$ cat src/rtl/tl_pkg.sv
// Shared encodings and defaults for the traffic-light interval timer.
package tl_pkg;

    // Duration select driven by the traffic-light FSM.
    localparam logic [1:0] INT_BASE = 2'b00;
    localparam logic [1:0] INT_EXT  = 2'b01;
    localparam logic [1:0] INT_YEL  = 2'b10;
    localparam logic [1:0] INT_DBL  = 2'b11;

    // Parameter-register write target.
    localparam logic [1:0] SEL_BASE = 2'b00;
    localparam logic [1:0] SEL_EXT  = 2'b01;
    localparam logic [1:0] SEL_YEL  = 2'b10;
    localparam logic [1:0] SEL_NONE = 2'b11;

    // Default durations in seconds.
    localparam int DEF_BASE = 6;
    localparam int DEF_EXT  = 3;
    localparam int DEF_YEL  = 2;

    // Countdown controller states.
    typedef enum logic [1:0] {
        IDLE   = 2'b00,
        RUN    = 2'b01,
        EXPIRE = 2'b10
    } state_t;

endpackage

$ cat src/rtl/tick_prescaler.sv
// Divides the system clock into a one-cycle tick every TICK_DIV enabled cycles.
module tick_prescaler #(
    parameter int TICK_DIV = 50_000_000
) (
    input  logic clock,
    input  logic reset_sync,
    input  logic clr,
    input  logic en,
    output logic tick
);

    localparam int              CW   = (TICK_DIV > 1) ? $clog2(TICK_DIV) : 1;
    localparam logic [CW-1:0]   LAST = CW'(TICK_DIV - 1);

    logic [CW-1:0] cnt;

    // Count 0..TICK_DIV-1 while enabled; clr restarts the second from zero.
    always_ff @(posedge clock or posedge reset_sync) begin
        if (reset_sync) begin
            cnt <= '0;
        end else if (clr) begin
            cnt <= '0;
        end else if (en) begin
            cnt <= (cnt == LAST) ? '0 : cnt + CW'(1);
        end
    end

    assign tick = en && (cnt == LAST);

endmodule

$ cat src/rtl/interval_timer_ctrl.sv
// Programmable interval timer: stores three durations, loads one on start_timer,
// counts it down in 1 s ticks and pulses expired for one cycle at the end.
// Handshake: start_timer is a level sampled every edge (no ready); a high level
// (re)loads the selected duration. expired is a single-cycle registered pulse.
module interval_timer_ctrl #(
    parameter int TICK_DIV = 50_000_000,
    parameter int VAL_W    = 4,
    parameter int DEF_BASE = tl_pkg::DEF_BASE,
    parameter int DEF_EXT  = tl_pkg::DEF_EXT,
    parameter int DEF_YEL  = tl_pkg::DEF_YEL
) (
    input  logic             clock,
    input  logic             reset_sync,
    input  logic             prog_sync,
    input  logic [1:0]       param_sel,
    input  logic [VAL_W-1:0] time_value,
    input  logic [1:0]       interval,
    input  logic             start_timer,
    output logic             expired,
    output logic             busy,
    output logic [VAL_W:0]   remaining
);

    import tl_pkg::*;

    localparam logic [VAL_W-1:0] DEF_BASE_V = VAL_W'(DEF_BASE);
    localparam logic [VAL_W-1:0] DEF_EXT_V  = VAL_W'(DEF_EXT);
    localparam logic [VAL_W-1:0] DEF_YEL_V  = VAL_W'(DEF_YEL);

    logic [VAL_W-1:0] base_r, ext_r, yel_r;
    logic [VAL_W:0]   load_val;
    logic [VAL_W:0]   count, next_count;
    state_t           state, next_state;
    logic             tick, pre_clr, pre_en;

    tick_prescaler #(.TICK_DIV(TICK_DIV)) u_prescaler (
        .clock      (clock),
        .reset_sync (reset_sync),
        .clr        (pre_clr),
        .en         (pre_en),
        .tick       (tick)
    );

    // Runtime duration writes; a zero value restores the register's default.
    always_ff @(posedge clock or posedge reset_sync) begin
        if (reset_sync) begin
            base_r <= DEF_BASE_V;
            ext_r  <= DEF_EXT_V;
            yel_r  <= DEF_YEL_V;
        end else if (prog_sync) begin
            case (param_sel)
                SEL_BASE: base_r <= (time_value == '0) ? DEF_BASE_V : time_value;
                SEL_EXT:  ext_r  <= (time_value == '0) ? DEF_EXT_V  : time_value;
                SEL_YEL:  yel_r  <= (time_value == '0) ? DEF_YEL_V  : time_value;
                default:  ;
            endcase
        end
    end

    // Load mux reads the registers before any same-edge write lands.
    always_comb begin
        load_val = '0;
        case (interval)
            INT_BASE: load_val = {1'b0, base_r};
            INT_EXT:  load_val = {1'b0, ext_r};
            INT_YEL:  load_val = {1'b0, yel_r};
            default:  load_val = {base_r, 1'b0};
        endcase
    end

    assign pre_en = (state == RUN);

    // Next state and count; a start request reloads from any state and beats a tick.
    always_comb begin
        next_state = state;
        next_count = count;
        pre_clr    = 1'b0;
        if (start_timer) begin
            next_state = RUN;
            next_count = load_val;
            pre_clr    = 1'b1;
        end else begin
            case (state)
                IDLE: ;
                RUN: begin
                    if (tick) begin
                        if (count == (VAL_W+1)'(1)) next_state = EXPIRE;
                        else                        next_count = count - (VAL_W+1)'(1);
                    end
                end
                EXPIRE:  next_state = IDLE;
                default: next_state = IDLE;
            endcase
        end
    end

    // State, count and registered status outputs.
    always_ff @(posedge clock or posedge reset_sync) begin
        if (reset_sync) begin
            state     <= IDLE;
            count     <= '0;
            expired   <= 1'b0;
            busy      <= 1'b0;
            remaining <= '0;
        end else begin
            state     <= next_state;
            count     <= next_count;
            expired   <= (next_state == EXPIRE);
            busy      <= (next_state == RUN);
            remaining <= (next_state == RUN) ? next_count : '0;
        end
    end

endmodule
$ cat config.mk
export PLATFORM = sky130hd
export DESIGN_NAME = interval_timer_ctrl
export DESIGN_NICKNAME = d
export VERILOG_FILES = /design/src/rtl/tl_pkg.sv /design/src/rtl/tick_prescaler.sv /design/src/rtl/interval_timer_ctrl.sv
export SDC_FILE = /design/constraint.sdc
export NUM_CORES = 1
export LEC_CHECK = 0
export BUFFER_PORTS_ARGS = -buffer_cell sky130_fd_sc_hd__buf_4
export CAP_MARGIN = 20
export CORE_MARGIN = 1.5
export CORE_UTILIZATION = 30
export CTS_CLUSTER_SIZE = 8
export DETAILED_ROUTE_END_ITERATION = 10
export PLACE_DENSITY_LB_ADDON = 0.3
export SYNTH_ARGS = -nofsm -noshare
export SYNTH_HDL_FRONTEND = slang
export SYNTH_HIERARCHICAL = 1
export SYNTH_SLANG_ARGS = --single-unit
$ cat constraint.sdc
create_clock -name clock -period 2.2 [get_ports clock]
set_input_delay 0.44 -clock clock [delete_from_list [all_inputs] [get_ports clock]]
set_output_delay 0.44 -clock clock [all_outputs]
set_load 0.05 [all_outputs]
* After elaboration in Yosys (flattened, before gate mapping)
Cells that the tools add are included.
** Storage, ports and cells
- Register bits :: 52
- Bits of input ports :: 12
- Output and inout port bits :: 7
- Logic and storage cells :: 46
** Cells by class
- Add/sub/neg operators :: 2
- Equal/unequal tests :: 9
- Multiplexer cells :: 17
- Reduce and logical (&&, ||, !) cells :: 9
** Operator list (count)
- 2-to-1 mux 26 bit :: 3
- adder 26 x 1 -> 26 bit, second input constant :: 1
- equality test 26 bit, second input constant :: 1
- 2-to-1 mux 5 bit :: 5
- one-hot mux 5 bit (3 select lines) :: 1
- 2-to-1 mux 4 bit :: 3
- equality test 2 x 1 -> 1 bit, second input constant :: 4
- equality test 2 bit, second input constant :: 3
- zero test 2 bit :: 3
- 2-to-1 mux 2 bit :: 3
- AND reduction 2 bit :: 3
- equality test 5 x 1 -> 1 bit, second input constant :: 1
- subtractor 5 x 1 -> 5 bit, second input constant :: 1
- zero test 4 bit :: 1
- one-hot mux 2 bit (2 select lines) :: 1
- nonzero test 2 bit :: 1
- logical AND 1 bit :: 1
- 2-to-1 mux 1 bit :: 1

* Depth between registers and ports, before layout
- Depth after elaboration :: 7
- Gate-level depth with buffers :: 9
- Mapped depth without buffers :: 8

* Cells and area by module
The synthesis kept the hierarchy.
** By module, submodules not included
- tick_prescaler :: instances 1, cells each 151, area an instance 1433.9 um2, seq. area each 650.6 um2
- interval_timer_ctrl :: instances 1, cells each 110, area an instance 1248.7 um2, seq. area each 656.9 um2

* Worst setup path after synthesis
OpenSTA, ideal clock, no wires.
- Kind :: register to register
- From :: register u_prescaler.cnt[0]
- To :: register remaining[2]
- Library setup time :: 142 ps
- Arrival :: 2081 ps
- Required time :: 2058 ps
- Slack :: -23 ps
- Cell stages (with the launch flop) :: 10
- Buffers on the path :: 1
- Clock period less this slack :: 2223 ps
- Path through :: dfrtp_1 ha_1 nor4bb_1 nand4_1 nor3_1 and3b_1 clkbuf_1 a21oi_1 a311oi_1 a211oi_1
** On the way
- Word-level cells in the longest chain between the ends :: 7
- Elaborated cells between the ends (all ways) :: 10
- Those cells by class :: eq/ne: 2; mux: 7; reduce/logical: 1
** Ends and longest elaborated chain
- from (decl) :: RTL line tick_prescaler.sv:15 : logic [CW-1:0] cnt;
- from (signal assigned) :: RTL line tick_prescaler.sv:24 : cnt <= (cnt == LAST) ? '0 : cnt + CW'(1);
- equality test 26 bit * :: RTL line tick_prescaler.sv:28 : assign tick = en && (cnt == LAST);
- logical AND 1 bit * :: RTL line tick_prescaler.sv:28
- net tick :: RTL line interval_timer_ctrl.sv:34 : logic tick, pre_clr, pre_en;
- 2-to-1 mux 2 bit :: RTL line interval_timer_ctrl.sv:86 : if (tick) begin
- one-hot mux 2 bit (2 select lines) :: RTL line interval_timer_ctrl.sv:83 : case (state)
- 2-to-1 mux 2 bit :: RTL line interval_timer_ctrl.sv:78 : if (start_timer) begin
- equality test 2 x 1 -> 1 bit :: RTL line interval_timer_ctrl.sv:110 : remaining <= (next_state == RUN) ? next_count : '0;
- 2-to-1 mux 5 bit * :: RTL line interval_timer_ctrl.sv:110
- to (signal assigned) :: RTL line interval_timer_ctrl.sv:110
- to (decl) :: RTL line interval_timer_ctrl.sv:21 : output logic [VAL_W:0] remaining
The timed path passes the listed nets; every way through them passes the cells marked *.
A chain may end at the register's enable or synchronous reset.

* Final worst setup path
- From :: register u_prescaler.cnt[4]
- To :: register remaining[2]
Same word-level chain as after synthesis.

==> summary.txt <==
Mapped Nets: 276
Most frequent cells in the layout: dfrtp_1 (46), buf_4 (40), nor2_1 (23), a21oi_1 (23), nand2_1 (19)
Largest net degree at the start of global routing: 27
Power Density: 622.2 nW/um^2
Initial antenna violation count: 0
Final Hold Fails: 0
Dpl ws: 0.04641 ns
Setup TNS: 0 ns
CP endpoint kind: flop
Worst Path Arrival: 2.18 ns
FP Rows: 34
Die W: 97.56 microns
Root buffer cell: clkbuf_8
Total track usage: 12.00%
Layout Nets: 313
Die Y: 97.56 microns
Drt pass-1 iters: 4
First-pass GRT wire length: 9432 microns
Post-route DRC violation count: 0
Number of vias in the routed layout: 2,037
Mapped Cells: 261
Met1 Usage GRT: 14.25%
Synth area leader: dfrtp_1
Final-report setup violation count: 0
Maximum VDD drop: 0.4003 mV
Hold WS: 0.1837 ns
Slew headroom: 65.41%
Worst Skew: 0.01514 ns
CTS sink count: 52
Ys flop type: dfrtp_1
Commonest non-fill, non-tap cell in the layout: dfrtp_1
CP Launch Type: flop
Vias in the first global route: 2,066
Die ar.: 9518 sq um
Unrepaired setup endpoints after global routing: no
FMAX: 0.5001 GHz
Worst skew pair latency: 0.31 ns
HPWL after DPL: 3902 microns
Main area contributors after synthesis: dfrtp_1 (44%), dfstp_2 (4.9%), a21oi_1 (4.3%)
Clk buf depth: 2
Layout area overhead: 18.52%
Min-Delay Path Class: input port to asynchronous set/reset pin
Core area: 8678 sq um
Fin crit period: 2.000 ns
Final Worst Setup Slack: 0.2004 ns
Period utilisation layout: 90.89%
Synth Area per Inst: 10.28 sq um
Synth warn: 6
Synth async-reset ratio: 100.0%
Reg clk slew, reported paths: 0.10 ns
Maxcap violations: 0
Worst Tran Pin Value: 0.5184 ns
Layout cells sized above 1: 25.42%
Gr busiest metal: met2
Post-synth EDFFs: 0
Total gr overflow: 0
WP data required: 2.38 ns
Register bit total from synthesis: 52
Fin. max-slew vios: 0
Lkg Pwr: 1.350 nW
Port buffer count: 18
Per-cell routed wire length: 13.29 microns
Placer Congestion: 0.7104
Synth cell types: 50
Post-synthesis sequential area ratio: 48.74%
ANT cells: 0
IO Pins: 19
WL final: 5408 microns
Grt met3 use: 2.662%
Mapped Area: 2683 sq um
Setup CP Type: flop to flop
Via density: 5.005
Post-synth top area share: 43.84%
Final Core Density: 36.63%
FF-to-FF setup slack: 0.20 ns
Met2 Track Usage GR: 21.53%
H-tree depth: 2
CTS tree: yes
Iteration-0 DRC Markers: 37
CTS Buf Count: 5
Worst-path fanout max: 5
Outcome: complete, no violations
Antenna-violating nets left: 0
Initial Util: 30.91%
==> synthesized netlist by cell type, drive strengths merged (4+ instances only) <==
library cell	instances
nor2	24
and4	4
nor3	5
and3	4
xor2	5
dfstp	5
dfrtp	47
nand2	19
a21oi	23
buf	7
o21ai	13
nand3	6
or3	8
nand4	10
o31ai	7
xnor2	7
mux2	7
or4	6
inv	16
==> cells by family (layout without fill, tap and decap cells) <==
family	Yosys count	in the layout	share of synthesized area (%)
compound gates	54	54	12.31
xor+xnor	12	12	3.918
fa+ha+maj	3	3	1.399
buf+inv	26	64	4.617
flops	52	52	48.74
mux	12	12	6.483
simple gates	102	102	22.53
==> layer usage <==
layer  vias up  share of wire (%)  routed length (microns)
met5         -                  0                        0
met4         0               0.63                       34
met3         5                2.1                      115
met2        18                 52                     2822
met1      1001                 45                     2435
li1       1013                  -                        -
==> flip-flops by register name (all words and copies together), names as in the netlist, 2 cells and up <==
name             count
u_prescaler/cnt     26
count                5
remaining            5
base_r               4
ext_r                4
yel_r                4
state                2
==> where the power goes <==
part           switching [W]  total (W)  internal, W
clock network       0.000315   0.000567     0.000252
registers          0.0000511    0.00109      0.00104
logic               0.000180   0.000319     0.000139
total               0.000546    0.00198      0.00143
==> stage by stage <==
stage,cell area [sq um],cells,power [W]
floorplan,2688,261,0.001326
detailed placement,3044,397,0.001432
global route,3179,407,0.002094
global placement,3044,397,0.001429
finish,3179,407,0.001978
CTS,3137,405,0.002009
==> cell type report <==
type / count / area [sq um]
clock buffers: 6 / 82.58
clock inverters: 2 / 10.01
multi-input cells: 183 / 1282
fillers: 879 / 5499
flip-flops and latches: 52 / 1309
inverters: 16 / 60.06
repair buffers: 40 / 300.3
well taps: 108 / 135.1
==> critical path, stage by stage, from the launching register on <==
cell and delay, ns:
dfrtp_1 0.42, and4_4 0.29, nand4_1 0.17, nor3_2 0.25, and3b_1 0.29, a21oi_1 0.11
a311oi_2 0.27, a211oi_1 0.08
==> path summary, 6_finish.rpt <==
kind | cells past startpoint | from | endpoint
setup / recovery | 7 | u_prescaler/cnt[4] | remaining[2]
hold / removal | 3 | reset_sync | count[4]
setup reg to reg | 7 | u_prescaler/cnt[4] | remaining[2]
hold reg to reg | 2 | ext_r[1] | ext_r[1]
max in group asynchronous | 3 | reset_sync | base_r[2]
min in group clock | 2 | time_value[2] | yel_r[2]
==> what timing repair did <==
action,CTS,global route
setup buffers,0,2
resized for setup,0,7
setup endpoints to repair,0,10
hold buffers,0,0
No activity file was read; power rests on OpenSTA's default activity.
